$ cat config.mk
export PLATFORM = sky130hd
export DESIGN_NAME = mem_port_arbiter_flat
export DESIGN_NICKNAME = d
export VERILOG_FILES = /design/src/rtl/mem_port_arbiter_if.sv /design/src/rtl/mem_port_arbiter.sv /design/src/flat_wrapper.sv
export SDC_FILE = /design/constraint.sdc
export NUM_CORES = 1
export LEC_CHECK = 0
export ABC_AREA = 1
export BUFFER_PORTS_ARGS = -buffer_cell sky130_fd_sc_hd__buf_2
export CAP_MARGIN = 0
export CORE_MARGIN = 2
export CORE_UTILIZATION = 32
export DETAILED_ROUTE_END_ITERATION = 6
export PLACE_DENSITY = 0.72
export SYNTH_ARGS = -nofsm -noshare
export SYNTH_HDL_FRONTEND = slang
export SYNTH_SLANG_ARGS = --single-unit
$ cat constraint.sdc
create_clock -name i_clk -period 1.3 [get_ports i_clk]
set_input_delay 0.195 -clock i_clk [delete_from_list [all_inputs] [get_ports i_clk]]
set_output_delay 0.195 -clock i_clk [all_outputs]
set_load 0.005 [all_outputs]
$ cat src/rtl/mem_port_arbiter_if.sv
// Bundle of the fetch, data and memory handshakes around the unified-memory arbiter.
// slave is the arbiter's view; master is the requesters/memory environment.
interface mem_port_arbiter_if #(
    parameter int unsigned AW = 32,
    parameter int unsigned DW = 32
);
    // Fetch requester
    logic              if_req;
    logic [AW-1:0]     if_addr;
    logic              if_flush;
    logic              if_ack;
    logic [DW-1:0]     if_rdata;
    // Data requester
    logic              d_req;
    logic              d_we;
    logic [AW-1:0]     d_addr;
    logic [DW-1:0]     d_wdata;
    logic [DW/8-1:0]   d_wstrb;
    logic              d_ack;
    logic [DW-1:0]     d_rdata;
    // Memory side
    logic              mem_req;
    logic              mem_we;
    logic [AW-1:0]     mem_addr;
    logic [DW-1:0]     mem_wdata;
    logic [DW/8-1:0]   mem_wstrb;
    logic              mem_ack;
    logic [DW-1:0]     mem_rdata;
    // Pipeline stalls
    logic              stall_if;
    logic              stall_mem;

    modport slave (
        input  if_req, if_addr, if_flush,
        output if_ack, if_rdata,
        input  d_req, d_we, d_addr, d_wdata, d_wstrb,
        output d_ack, d_rdata,
        output mem_req, mem_we, mem_addr, mem_wdata, mem_wstrb,
        input  mem_ack, mem_rdata,
        output stall_if, stall_mem
    );

    modport master (
        output if_req, if_addr, if_flush,
        input  if_ack, if_rdata,
        output d_req, d_we, d_addr, d_wdata, d_wstrb,
        input  d_ack, d_rdata,
        input  mem_req, mem_we, mem_addr, mem_wdata, mem_wstrb,
        output mem_ack, mem_rdata,
        input  stall_if, stall_mem
    );
endinterface

$ cat src/rtl/mem_port_arbiter.sv
// Arbiter sharing one single-ported memory between instruction fetch and load/store.
// Data side wins by default; a saturating counter forces a fetch grant after
// STARVE_MAX data grants taken while a fetch was waiting.
module mem_port_arbiter #(
    parameter int unsigned AW         = 32,
    parameter int unsigned DW         = 32,
    parameter int unsigned STARVE_MAX = 4
) (
    input  logic              i_clk,
    input  logic              i_reset,
    mem_port_arbiter_if.slave io_bus
);
    localparam int unsigned CW = $clog2(STARVE_MAX + 1);

    typedef enum logic [1:0] {StIdle, StBusyI, StBusyD} state_e;

    state_e            r_state, w_state_nxt;
    logic              r_mem_req, w_mem_req_nxt;
    logic              r_mem_we, w_mem_we_nxt;
    logic [AW-1:0]     r_mem_addr, w_mem_addr_nxt;
    logic [DW-1:0]     r_mem_wdata, w_mem_wdata_nxt;
    logic [DW/8-1:0]   r_mem_wstrb, w_mem_wstrb_nxt;
    logic              r_if_ack, w_if_ack_nxt;
    logic              r_d_ack, w_d_ack_nxt;
    logic [DW-1:0]     r_if_rdata, w_if_rdata_nxt;
    logic [DW-1:0]     r_d_rdata, w_d_rdata_nxt;
    logic [CW-1:0]     r_starve_cnt, w_starve_nxt;
    logic              r_drop, w_drop_nxt;

    logic              w_ri, w_rd, w_starve_full, w_grant_d, w_grant_i;

    // Effective requests (a requester is ignored in its own ack cycle) and idle-time grant.
    always_comb begin
        w_ri          = io_bus.if_req & ~io_bus.if_flush & ~r_if_ack;
        w_rd          = io_bus.d_req & ~r_d_ack;
        w_starve_full = (r_starve_cnt == CW'(STARVE_MAX));
        w_grant_d     = (r_state == StIdle) & w_rd & ~(w_ri & w_starve_full);
        w_grant_i     = (r_state == StIdle) & ~w_grant_d & w_ri;
    end

    // Next-state, memory-side register loads, ack pulses and starvation bookkeeping.
    always_comb begin
        w_state_nxt     = r_state;
        w_mem_req_nxt   = r_mem_req;
        w_mem_we_nxt    = r_mem_we;
        w_mem_addr_nxt  = r_mem_addr;
        w_mem_wdata_nxt = r_mem_wdata;
        w_mem_wstrb_nxt = r_mem_wstrb;
        w_if_ack_nxt    = 1'b0;
        w_d_ack_nxt     = 1'b0;
        w_if_rdata_nxt  = r_if_rdata;
        w_d_rdata_nxt   = r_d_rdata;
        w_starve_nxt    = r_starve_cnt;
        w_drop_nxt      = r_drop;

        case (r_state)
            StIdle: begin
                if (w_grant_d) begin
                    w_state_nxt     = StBusyD;
                    w_mem_req_nxt   = 1'b1;
                    w_mem_we_nxt    = io_bus.d_we;
                    w_mem_addr_nxt  = io_bus.d_addr;
                    w_mem_wdata_nxt = io_bus.d_wdata;
                    w_mem_wstrb_nxt = io_bus.d_we ? io_bus.d_wstrb : '0;
                    if (w_ri && !w_starve_full) begin
                        w_starve_nxt = r_starve_cnt + CW'(1);
                    end
                end else if (w_grant_i) begin
                    w_state_nxt     = StBusyI;
                    w_mem_req_nxt   = 1'b1;
                    w_mem_we_nxt    = 1'b0;
                    w_mem_addr_nxt  = io_bus.if_addr;
                    w_mem_wdata_nxt = '0;
                    w_mem_wstrb_nxt = '0;
                    w_starve_nxt    = '0;
                end
            end
            StBusyI: begin
                if (io_bus.if_flush) begin
                    w_drop_nxt = 1'b1;
                end
                if (io_bus.mem_ack) begin
                    w_state_nxt   = StIdle;
                    w_mem_req_nxt = 1'b0;
                    w_drop_nxt    = 1'b0;
                    // A flush on the completion edge also kills the fetch.
                    if (!(r_drop || io_bus.if_flush)) begin
                        w_if_ack_nxt   = 1'b1;
                        w_if_rdata_nxt = io_bus.mem_rdata;
                    end
                end
            end
            StBusyD: begin
                if (io_bus.mem_ack) begin
                    w_state_nxt   = StIdle;
                    w_mem_req_nxt = 1'b0;
                    w_d_ack_nxt   = 1'b1;
                    w_d_rdata_nxt = io_bus.mem_rdata;
                end
            end
            default: begin
                w_state_nxt   = StIdle;
                w_mem_req_nxt = 1'b0;
            end
        endcase

        if (!io_bus.if_req) begin
            w_starve_nxt = '0;
        end
    end

    // State register with synchronous active-low reset.
    always_ff @(posedge i_clk) begin
        if (!i_reset) begin
            r_state      <= StIdle;
            r_mem_req    <= 1'b0;
            r_mem_we     <= 1'b0;
            r_mem_addr   <= '0;
            r_mem_wdata  <= '0;
            r_mem_wstrb  <= '0;
            r_if_ack     <= 1'b0;
            r_d_ack      <= 1'b0;
            r_if_rdata   <= '0;
            r_d_rdata    <= '0;
            r_starve_cnt <= '0;
            r_drop       <= 1'b0;
        end else begin
            r_state      <= w_state_nxt;
            r_mem_req    <= w_mem_req_nxt;
            r_mem_we     <= w_mem_we_nxt;
            r_mem_addr   <= w_mem_addr_nxt;
            r_mem_wdata  <= w_mem_wdata_nxt;
            r_mem_wstrb  <= w_mem_wstrb_nxt;
            r_if_ack     <= w_if_ack_nxt;
            r_d_ack      <= w_d_ack_nxt;
            r_if_rdata   <= w_if_rdata_nxt;
            r_d_rdata    <= w_d_rdata_nxt;
            r_starve_cnt <= w_starve_nxt;
            r_drop       <= w_drop_nxt;
        end
    end

    assign io_bus.mem_req   = r_mem_req;
    assign io_bus.mem_we    = r_mem_we;
    assign io_bus.mem_addr  = r_mem_addr;
    assign io_bus.mem_wdata = r_mem_wdata;
    assign io_bus.mem_wstrb = r_mem_wstrb;
    assign io_bus.if_ack    = r_if_ack;
    assign io_bus.if_rdata  = r_if_rdata;
    assign io_bus.d_ack     = r_d_ack;
    assign io_bus.d_rdata   = r_d_rdata;
    assign io_bus.stall_if  = io_bus.if_req & ~r_if_ack;
    assign io_bus.stall_mem = io_bus.d_req & ~r_d_ack;
endmodule

$ cat src/flat_wrapper.sv
// flat-port wrapper written by rule: the top's interface ports become plain ports
module mem_port_arbiter_flat 
#(
    parameter int unsigned AW         = 32,
    parameter int unsigned DW         = 32,
    parameter int unsigned STARVE_MAX = 4
)
  (i_clk, i_reset, io_bus_if_req, io_bus_if_addr, io_bus_if_flush, io_bus_if_ack, io_bus_if_rdata, io_bus_d_req, io_bus_d_we, io_bus_d_addr, io_bus_d_wdata, io_bus_d_wstrb, io_bus_d_ack, io_bus_d_rdata, io_bus_mem_req, io_bus_mem_we, io_bus_mem_addr, io_bus_mem_wdata, io_bus_mem_wstrb, io_bus_mem_ack, io_bus_mem_rdata, io_bus_stall_if, io_bus_stall_mem);
  mem_port_arbiter_if #(.AW(AW), .DW(DW)) io_bus_i ();
  input  logic i_clk;
  input  logic i_reset;
  input wire logic [$bits(io_bus_i.if_req)-1:0] io_bus_if_req;
  input wire logic [$bits(io_bus_i.if_addr)-1:0] io_bus_if_addr;
  input wire logic [$bits(io_bus_i.if_flush)-1:0] io_bus_if_flush;
  output wire logic [$bits(io_bus_i.if_ack)-1:0] io_bus_if_ack;
  output wire logic [$bits(io_bus_i.if_rdata)-1:0] io_bus_if_rdata;
  input wire logic [$bits(io_bus_i.d_req)-1:0] io_bus_d_req;
  input wire logic [$bits(io_bus_i.d_we)-1:0] io_bus_d_we;
  input wire logic [$bits(io_bus_i.d_addr)-1:0] io_bus_d_addr;
  input wire logic [$bits(io_bus_i.d_wdata)-1:0] io_bus_d_wdata;
  input wire logic [$bits(io_bus_i.d_wstrb)-1:0] io_bus_d_wstrb;
  output wire logic [$bits(io_bus_i.d_ack)-1:0] io_bus_d_ack;
  output wire logic [$bits(io_bus_i.d_rdata)-1:0] io_bus_d_rdata;
  output wire logic [$bits(io_bus_i.mem_req)-1:0] io_bus_mem_req;
  output wire logic [$bits(io_bus_i.mem_we)-1:0] io_bus_mem_we;
  output wire logic [$bits(io_bus_i.mem_addr)-1:0] io_bus_mem_addr;
  output wire logic [$bits(io_bus_i.mem_wdata)-1:0] io_bus_mem_wdata;
  output wire logic [$bits(io_bus_i.mem_wstrb)-1:0] io_bus_mem_wstrb;
  input wire logic [$bits(io_bus_i.mem_ack)-1:0] io_bus_mem_ack;
  input wire logic [$bits(io_bus_i.mem_rdata)-1:0] io_bus_mem_rdata;
  output wire logic [$bits(io_bus_i.stall_if)-1:0] io_bus_stall_if;
  output wire logic [$bits(io_bus_i.stall_mem)-1:0] io_bus_stall_mem;
  assign io_bus_i.if_req = io_bus_if_req;
  assign io_bus_i.if_addr = io_bus_if_addr;
  assign io_bus_i.if_flush = io_bus_if_flush;
  assign io_bus_if_ack = io_bus_i.if_ack;
  assign io_bus_if_rdata = io_bus_i.if_rdata;
  assign io_bus_i.d_req = io_bus_d_req;
  assign io_bus_i.d_we = io_bus_d_we;
  assign io_bus_i.d_addr = io_bus_d_addr;
  assign io_bus_i.d_wdata = io_bus_d_wdata;
  assign io_bus_i.d_wstrb = io_bus_d_wstrb;
  assign io_bus_d_ack = io_bus_i.d_ack;
  assign io_bus_d_rdata = io_bus_i.d_rdata;
  assign io_bus_mem_req = io_bus_i.mem_req;
  assign io_bus_mem_we = io_bus_i.mem_we;
  assign io_bus_mem_addr = io_bus_i.mem_addr;
  assign io_bus_mem_wdata = io_bus_i.mem_wdata;
  assign io_bus_mem_wstrb = io_bus_i.mem_wstrb;
  assign io_bus_i.mem_ack = io_bus_mem_ack;
  assign io_bus_i.mem_rdata = io_bus_mem_rdata;
  assign io_bus_stall_if = io_bus_i.stall_if;
  assign io_bus_stall_mem = io_bus_i.stall_mem;
  mem_port_arbiter #(.AW(AW), .DW(DW), .STARVE_MAX(STARVE_MAX)) u_core (.i_clk(i_clk), .i_reset(i_reset), .io_bus(io_bus_i));
endmodule
Word level (Yosys, flattened, before mapping). Cells that the tools add are included.

$add $sub $neg: 1. Eq/ne operators: 6. Muxes and demuxes: 24. Bitwise operators: 15. Reduce and logical (&&, ||, !) cells: 16.

Operators with widths (count): $mux W32 (4); $mux W4 (3); $reduce_and A2 Y1 (6); $and A1 B1 Y1 (9); $mux W1 (9); $mux W3 (3); $reduce_and A3 Y1 (3); $mux W2 (3); $not A1 Y1 (6); $pmux W2 S2 (1); $reduce_bool A2 Y1 (2); $add A3 B1 Y3 const B (1); $eq A3 B3 Y1 const B (1); $ne A3 B1 Y1 const B (1); $eq A2 B1 Y1 const B (1); $eq A2 B2 Y1 const B (1); $logic_not A2 Y1 (1); $ne A2 B1 Y1 const B (1); $ne A2 B2 Y1 const B (1); $pmux W1 S2 (1); $reduce_or A2 Y1 (1); $logic_and A1 B1 Y1 (1); $logic_not A1 Y1 (1); $logic_or A1 B1 Y1 (1).

Register bits after elaboration: 142. Input bits: 139. Output and inout port bits: 138. Word-level logic and storage cells: 74.

Depth between registers and ports, before layout. Gate-level depths: netlist of the first run.

Word-level depth: 12. Depth in mapped cells: 11. Depth with buffers taken out: 10.

Worst setup path after synthesis of the first run. No wires, ideal clock.

Path type: register to register. From: register u_core.r_state[0]. To: register u_core.r_mem_addr[2], in the netlist u_core.io_bus.mem_addr[2]. Library setup time: 109 ps. Data arrival time: 1275 ps. Required time: 1191 ps. Setup slack: -84 ps. Cell stages (with the launch flop): 11. Buffers on the path: 1. Period minus slack after synthesis: 1384 ps. Path through: dfxtp_1 -> inv_1 -> ha_1 -> inv_2 -> nor2_4 -> nand2_2 -> buf_4 -> nand2_1 -> nand3_1 -> nand2_1 -> inv_1.

Longest elaborated chain between the ends: 8. Elaborated cells between the ends (all ways): 9. Classes of those cells: mux: 1; bitwise: 5; reduce/logical: 3.

RTL lines: start: declaration (RTL line mem_port_arbiter.sv:17) `state_e r_state, w_state_nxt;`; start signal: assignment (RTL line mem_port_arbiter.sv:115) `r_state <= StIdle;`; start signal: assignment (RTL line mem_port_arbiter.sv:128) `r_state <= w_state_nxt;`; $logic_not A2 Y1 (*) (RTL line mem_port_arbiter.sv:37, mem_port_arbiter.sv:38, mem_port_arbiter.sv:56); $and A1 B1 Y1 (2 in a row) (RTL line mem_port_arbiter.sv:37) `w_grant_d = (r_state == StIdle) & w_rd & ~(w_ri & w_starve_full);`; $not A1 Y1 (RTL line mem_port_arbiter.sv:38) `w_grant_i = (r_state == StIdle) & ~w_grant_d & w_ri;`; $and A1 B1 Y1 (2 in a row) (RTL line mem_port_arbiter.sv:38); $reduce_bool A2 Y1 (no line); $reduce_and A2 Y1 (no line); end signal: assignment (RTL line mem_port_arbiter.sv:131) `r_mem_addr <= w_mem_addr_nxt;`; end: declaration (RTL line mem_port_arbiter.sv:20) `logic [AW-1:0] r_mem_addr, w_mem_addr_nxt;`.

Every way passes the cells marked *; elsewhere a longest branch is shown, timed or not. A chain may end at the register's enable or synchronous reset.

Worst setup path after layout of the first run.
From: register u_core.r_state[0]. To: register u_core.r_mem_addr[25], in the netlist u_core.io_bus.mem_addr[25].

The elaborated chain is that of the path after synthesis.

==> reports/metrics.csv, run 1 <==
stage;metric;value;unit
global_routing;first-pass GRT wire length;27800;microns
routing;DR vias;6241;
logic_synthesis;post-synthesis async set-or-reset flop share;0;%
cts;Clock Tree Buf Depth;2;
logic_synthesis;most common cell in the netlist;nand2_1;
logic_synthesis;Yosys top cell area share;50.2;%
logic_synthesis;Seq/Total Area, Yosys;50.2;%
logic_synthesis;Seq cells post-synth;142;
layout;finished layout cell area;0.00938;sq mm
cts;total CTS buffers;17;
worst_setup_path;crit-path max FO;8;
worst_setup_path;delay-heaviest family, CP;buffers and inverters;
floorplanning;Initial Utilization;32.8;%
cts;H-tree level count;4;
layout;area grow syn2layout;65.5;%
cts;CTS root buf;clkbuf_16;
cts;clock-pin slew on the worst setup and hold paths;0.06;ns
routing;total wire length;20100;microns
cts;Skew-Pair Late Insertion Delay;0.41;ns
routing;routed len/inst;15.1;microns
sta;Clock Skew;0.00998;ns
placed_design;DP Worst Slack;-0.181;ns
placed_design;GP Congestion;0.769;
routing;DR iter-0 viols;243;
job;max cap viols;0;
logic_synthesis;Mean Syn Cell Area;7.21;sq um
logic_synthesis;cell area after synthesis;0.00567;sq mm
cts;clock tree sinks;142;
worst_setup_path;CP max-delay cell;dfxtp_4;
outcome;failing checks;negative setup slack;
sta;unrepaired setup endpoints after global routing;true;
sta;Final WS setup;-0.172;ns
sta;Final TNS setup;-10.50;ns
sta;Worst-Margin Slew;0.413;ns
logic_synthesis;Synth Warn #;0;
floorplanning;Core Region;0.0173;sq mm
floorplanning;DIE AREA;0.0188;sq mm
global_routing;total track usage;18.9;%
worst_setup_path;worst path required time;1.61;ns
floorplanning;Die Y;137;microns
routing;drt first pass iters;4;
floorplanning;row count;48;
logic_synthesis;Synth top cells by count;nand2_1, dfxtp_1, nor2_1;
global_routing;pin count of the biggest net entering global routing;39;
logic_synthesis;Distinct cells, synth;20;
worst_setup_path;Worst Setup End Kind;flop;
worst_setup_path;Max stage delay on crit path;0.36;ns
worst_hold_path;Hold WC Path Type;in -> reg;
sta;worst rel slew slack;72.4;%
sta;Hold Fails Final Rpt;0;
logic_synthesis;top cells by area, synth;dfxtp_1, nand2_1, nor2_1;
sta;setup violators final;108;
global_routing;total grt overflow;0;
sta;Tmin final;1.47;ns
placed_design;PortBufs;276;
floorplanning;Chip Width;137;microns
routing;ANT nets after route;0;
logic_synthesis;Syn Nets;930;
routing;DRC;0;
worst_setup_path;crit-path most repeated cell;inv_4;
logic_synthesis;number of synthesized flops with an enable pin;0;
placed_design;placed inst area;0.00760;sq mm
logic_synthesis;Main synth FF type;dfxtp_1;
placed_design;placed wire-length estimate;12400;microns
worst_setup_path;CP arrival;1.78;ns
layout;share of post-route cells with drive strength above 1;49.1;%
layout;fin nets;1238;
routing;drt via density;4.69;
worst_setup_path;WP buf/inv;5;
global_routing;initial antenna violation count;1;
logic_synthesis;cell taking the most area after synthesis;dfxtp_1;
power_and_ir_drop;PwrDens;1630;mW/mm^2
worst_setup_path;WS Path Type;reg -> reg;
power_and_ir_drop;maximum vdd drop;0.909;mV
worst_setup_path;crit start category;flop;
cts;CTS tree;built;
outcome;status;complete, but fails checks;
floorplanning;I/O pin total;277;
layout;Final Util;54.2;%
global_routing;vias in the first global route;5704;
worst_setup_path;worst-path cell chain;inv_4 -> ha_4 -> inv_4 -> nor2_4 -> buf_12 -> nand2_8 -> clkbuf_16 -> nand2_2 -> nand3_1 -> nand2_1 -> inv_1;
sta;Final period util;113;%
sta;Max Slew Vio Count;0;
sta;Max Clk Rate;679;MHz
logic_synthesis;Synth Instances;786;
power_and_ir_drop;leakage power;0.00461;uW
worst min-delay path, delay by kind of cell:
family | cells | cell delay, ns
compound gates | 1 | 0.05
simple gates | 1 | 0.05
buf+inv | 1 | 0.10
through the flow:
step	std cells	hold slack [ns]	power [uW]
finish	1332	0.0257	15300
global route	1331	0.00842	16200
CTS	1322	0.0105	14800
detailed placement	1276	0.449	9300
global placement	1276	0.443	9220
floorplan	786	0.338	7660
what timing repair did:
item	CTS	global route
endpoints found under the setup margin	123	142
resized for setup	114	177
hold buffers	0	0
pin swaps	3	28
cloned	9	7
setup buffers	6	6
final cells by class:
| type | count | area (sq um) |
|---|---|---|
| repair buffers | 339 | 2390 |
| clock inverters | 8 | 106 |
| multi-input cells | 513 | 2930 |
| flip-flops and latches | 142 | 2850 |
| fillers | 1588 | 7920 |
| diodes | 1 | 2.50 |
| well taps | 225 | 282 |
| inverters | 81 | 332 |
| clock buffers | 23 | 488 |
cell usage in the layout (no fill, tap or decap), drive strengths merged:
cell / n
o21ai: 64
diode: 1
bufinv: 2
nor3: 1
xor2: 1
nor2: 134
ha: 5
inv: 81
nand3: 76
buf: 333
a21oi: 77
clkinv: 4
nand4: 1
clkbuf: 29
dfxtp: 142
clkinvlp: 2
nand2: 154
routing by layer:
metal | track usage (%) | wire, microns | vias up
met4 | 5.04 | 215 | 0
met5 | 0 | 0 | -
met1 | 21.8 | 7960 | 2898
li1 | - | - | 3114
met2 | 32.9 | 10300 | 212
met3 | 7.11 | 1550 | 17
registers in the layout, indices dropped and copies added (netlist names):
| name | flops |
|---|---|
| u_core.io_bus.d_ack | 1 |
| u_core.io_bus.d_rdata | 32 |
| u_core.io_bus.if_ack | 1 |
| u_core.io_bus.if_rdata | 32 |
| u_core.io_bus.mem_addr | 32 |
| u_core.io_bus.mem_req | 1 |
| u_core.io_bus.mem_wdata | 32 |
| u_core.io_bus.mem_we | 1 |
| u_core.io_bus.mem_wstrb | 4 |
| u_core.r_drop | 1 |
| u_core.r_starve_cnt | 3 |
| u_core.r_state | 2 |
worst paths after layout:
kind | startpoint | endpoint | cells past startpoint | slack, ns
hold reg to reg | u_core.io_bus.mem_req | u_core.io_bus.mem_req | 2 | 0.46
setup reg to reg | u_core.r_state[0] | u_core.io_bus.mem_addr[25] | 11 | -0.17
hold / removal | io_bus_d_wdata[14] | u_core.io_bus.mem_wdata[14] | 3 | 0.03
setup / recovery | u_core.r_state[0] | u_core.io_bus.mem_addr[25] | 11 | -0.17
power breakdown:
group | leakage (uW) | switching, uW | internal [uW]
sequential | 0.00117 | 357 | 5040
clock | 0.000286 | 1870 | 3030
combinational | 0.00316 | 2660 | 2340
total | 0.00461 | 4890 | 10400
cell families after synthesis:
kind of cell | Yosys count | synth area share, %
AO/OA/AOI/OAI | 141 | 12.5
XOR/XNOR | 1 | 0.155
adder cells (fa/ha/maj) | 5 | 1.10
buffers and inverters | 131 | 9.52
flip-flops | 142 | 50.2
AND/OR/NAND/NOR | 366 | 26.5
No activity file was read; power rests on OpenSTA's default activity.
==> inputs of run 2 (changes only) <==
--- a/config.mk
+++ b/config.mk
@@ -10,6 +10,7 @@
 export CAP_MARGIN = 0
 export CORE_MARGIN = 2
 export CORE_UTILIZATION = 32
+export CTS_BUF_LIST = sky130_fd_sc_hd__clkbuf_4 sky130_fd_sc_hd__clkbuf_8
 export DETAILED_ROUTE_END_ITERATION = 6
 export PLACE_DENSITY = 0.72
 export SYNTH_ARGS = -nofsm -noshare
==> reports/metrics.csv, run 2 (synthesis results as in run 1) <==
stage;metric;value;unit
routing;total wire length;21500;microns
routing;DR vias;6653;
floorplanning;DIE AREA;0.0188;sq mm
floorplanning;row count;48;
sta;Hold Fails Final Rpt;0;
global_routing;initial antenna violation count;1;
routing;drt via density;4.78;
outcome;status;complete, but fails checks;
cts;CTS tree;built;
floorplanning;Initial Utilization;32.8;%
power_and_ir_drop;PwrDens;1480;mW/mm^2
power_and_ir_drop;maximum vdd drop;0.678;mV
worst_setup_path;Worst Setup End Kind;flop;
worst_setup_path;worst path required time;1.64;ns
sta;Final period util;116;%
global_routing;first-pass GRT wire length;28400;microns
routing;DR iter-0 viols;227;
layout;fillers;1514;
routing;drt first pass iters;5;
layout;share of post-route cells with drive strength above 1;42.2;%
sta;Final TNS setup;-11.30;ns
cts;CTS root buf;clkbuf_8;
floorplanning;I/O pin total;277;
sta;Fin Hold WS;0.0298;ns
worst_setup_path;CP max-delay cell;dfxtp_2;
worst_setup_path;worst-path cell chain;inv_2 -> ha_4 -> inv_4 -> nor2_4 -> buf_6 -> nand2_8 -> clkbuf_16 -> nand2_1 -> nand3_1 -> nand2_1 -> inv_1;
layout;commonest non-fill, non-tap cell in the layout;buf_2;
layout;area grow syn2layout;67.5;%
sta;setup violators final;107;
cts;Skew-Pair Late Insertion Delay;0.44;ns
sta;Final WS setup;-0.208;ns
sta;Max Slew Vio Count;0;
floorplanning;Core Region;0.0173;sq mm
layout;most frequent cells in the layout;buf_2, dfxtp_1, nor2_1;
global_routing;total track usage;19.3;%
global_routing;pin count of the biggest net entering global routing;39;
floorplanning;Die Y;137;microns
worst_setup_path;Max stage delay on crit path;0.34;ns
cts;H-tree level count;4;
sta;Worst-Margin Slew;0.393;ns
job;max cap viols;0;
sta;Tmin final;1.51;ns
placed_design;placed wire-length estimate;12400;microns
worst_setup_path;CP arrival;1.85;ns
sta;unrepaired setup endpoints after global routing;true;
routing;DRC;0;
power_and_ir_drop;leakage power;0.00470;uW
worst_setup_path;WS Path Type;reg -> reg;
global_routing;total grt overflow;0;
cts;Clock Tree Buf Depth;2;
sta;Clock Skew;0.0104;ns
floorplanning;Chip Width;137;microns
cts;total CTS buffers;17;
outcome;failing checks;negative setup slack;
global_routing;vias in the first global route;6067;
routing;ANT nets after route;0;
worst_setup_path;crit-path max FO;16;
sta;Max Clk Rate;663;MHz
worst_hold_path;Hold WC Path Type;in -> reg;
worst_setup_path;crit start category;flop;
layout;fin nets;1297;
cts;clock tree sinks;142;
sta;worst rel slew slack;73.7;%
layout;Final Util;54.9;%
cts;clock-pin slew on the worst setup and hold paths;0.08;ns
placed_design;PortBufs;276;
worst_setup_path;crit-path most repeated cell;nand2_1;
placed_design;GP Congestion;0.769;
placed_design;DP Worst Slack;-0.181;ns
routing;routed len/inst;15.5;microns
[run 2: worst paths after layout]
kind                            slack, ns  cells past startpoint                  start                         to
worst min-delay path                 0.03                      3    io_bus_mem_rdata[1]   u_core.io_bus.d_rdata[1]
worst min register to register       0.46                      2  u_core.io_bus.mem_req      u_core.io_bus.mem_req
worst max register to register      -0.21                     11      u_core.r_state[0]  u_core.io_bus.mem_addr[0]
worst max-delay path                -0.21                     11      u_core.r_state[0]  u_core.io_bus.mem_addr[0]
[run 2: timing repair]
action	in CTS	in global routing
pin swaps	7	21
gates cloned	2	9
endpoints found under the hold margin	70	2
hold buffers	62	2
resized for setup	71	145
setup endpoints to repair	125	141
setup buffers	4	4
[run 2: stage by stage]
stage / area [sq um] / std cells / power [uW]
floorplan: 5740 / 786 / 7660
global placement: 7600 / 1276 / 9220
detailed placement: 7600 / 1276 / 9300
CTS: 8800 / 1375 / 13300
global route: 9490 / 1390 / 14900
finish: 9490 / 1391 / 14100
[run 2: critical path, delay by kind of cell, from the launching register on]
| kind | cells | cell delay [ns] |
|---|---|---|
| adder cells (fa/ha/maj) | 1 | 0.15 |
| buffers and inverters | 5 | 0.49 |
| flip-flops | 1 | 0.34 |
| AND/OR/NAND/NOR | 5 | 0.43 |
[run 2: power by group]
part	switching, uW	total, uW	internal [uW]
Sequential	343	5370	5030
Combinational	2700	5040	2350
Clock	1710	3670	1950
Total	4760	14100	9330
[run 2: per-layer routing]
| layer | wire length (microns) | global-route usage (%) |
|---|---|---|
| met1 | 8210 | 21.2 |
| met3 | 1720 | 6.59 |
| met5 | 0 | 0 |
| met4 | 651 | 9.28 |
| met2 | 10900 | 33.3 |
[run 2: area by class of cell]
type / count / area (sq um) / share of cell area, %
well taps: 225 / 282 / 2.97
repair buffers: 398 / 2870 / 30.2
multi-input cells: 513 / 2760 / 29.1
flip-flops and latches: 142 / 2850 / 30.0
diodes: 1 / 2.50 / 0.0264
clock buffers: 23 / 304 / 3.20
inverters: 81 / 317 / 3.34
clock inverters: 8 / 106 / 1.12
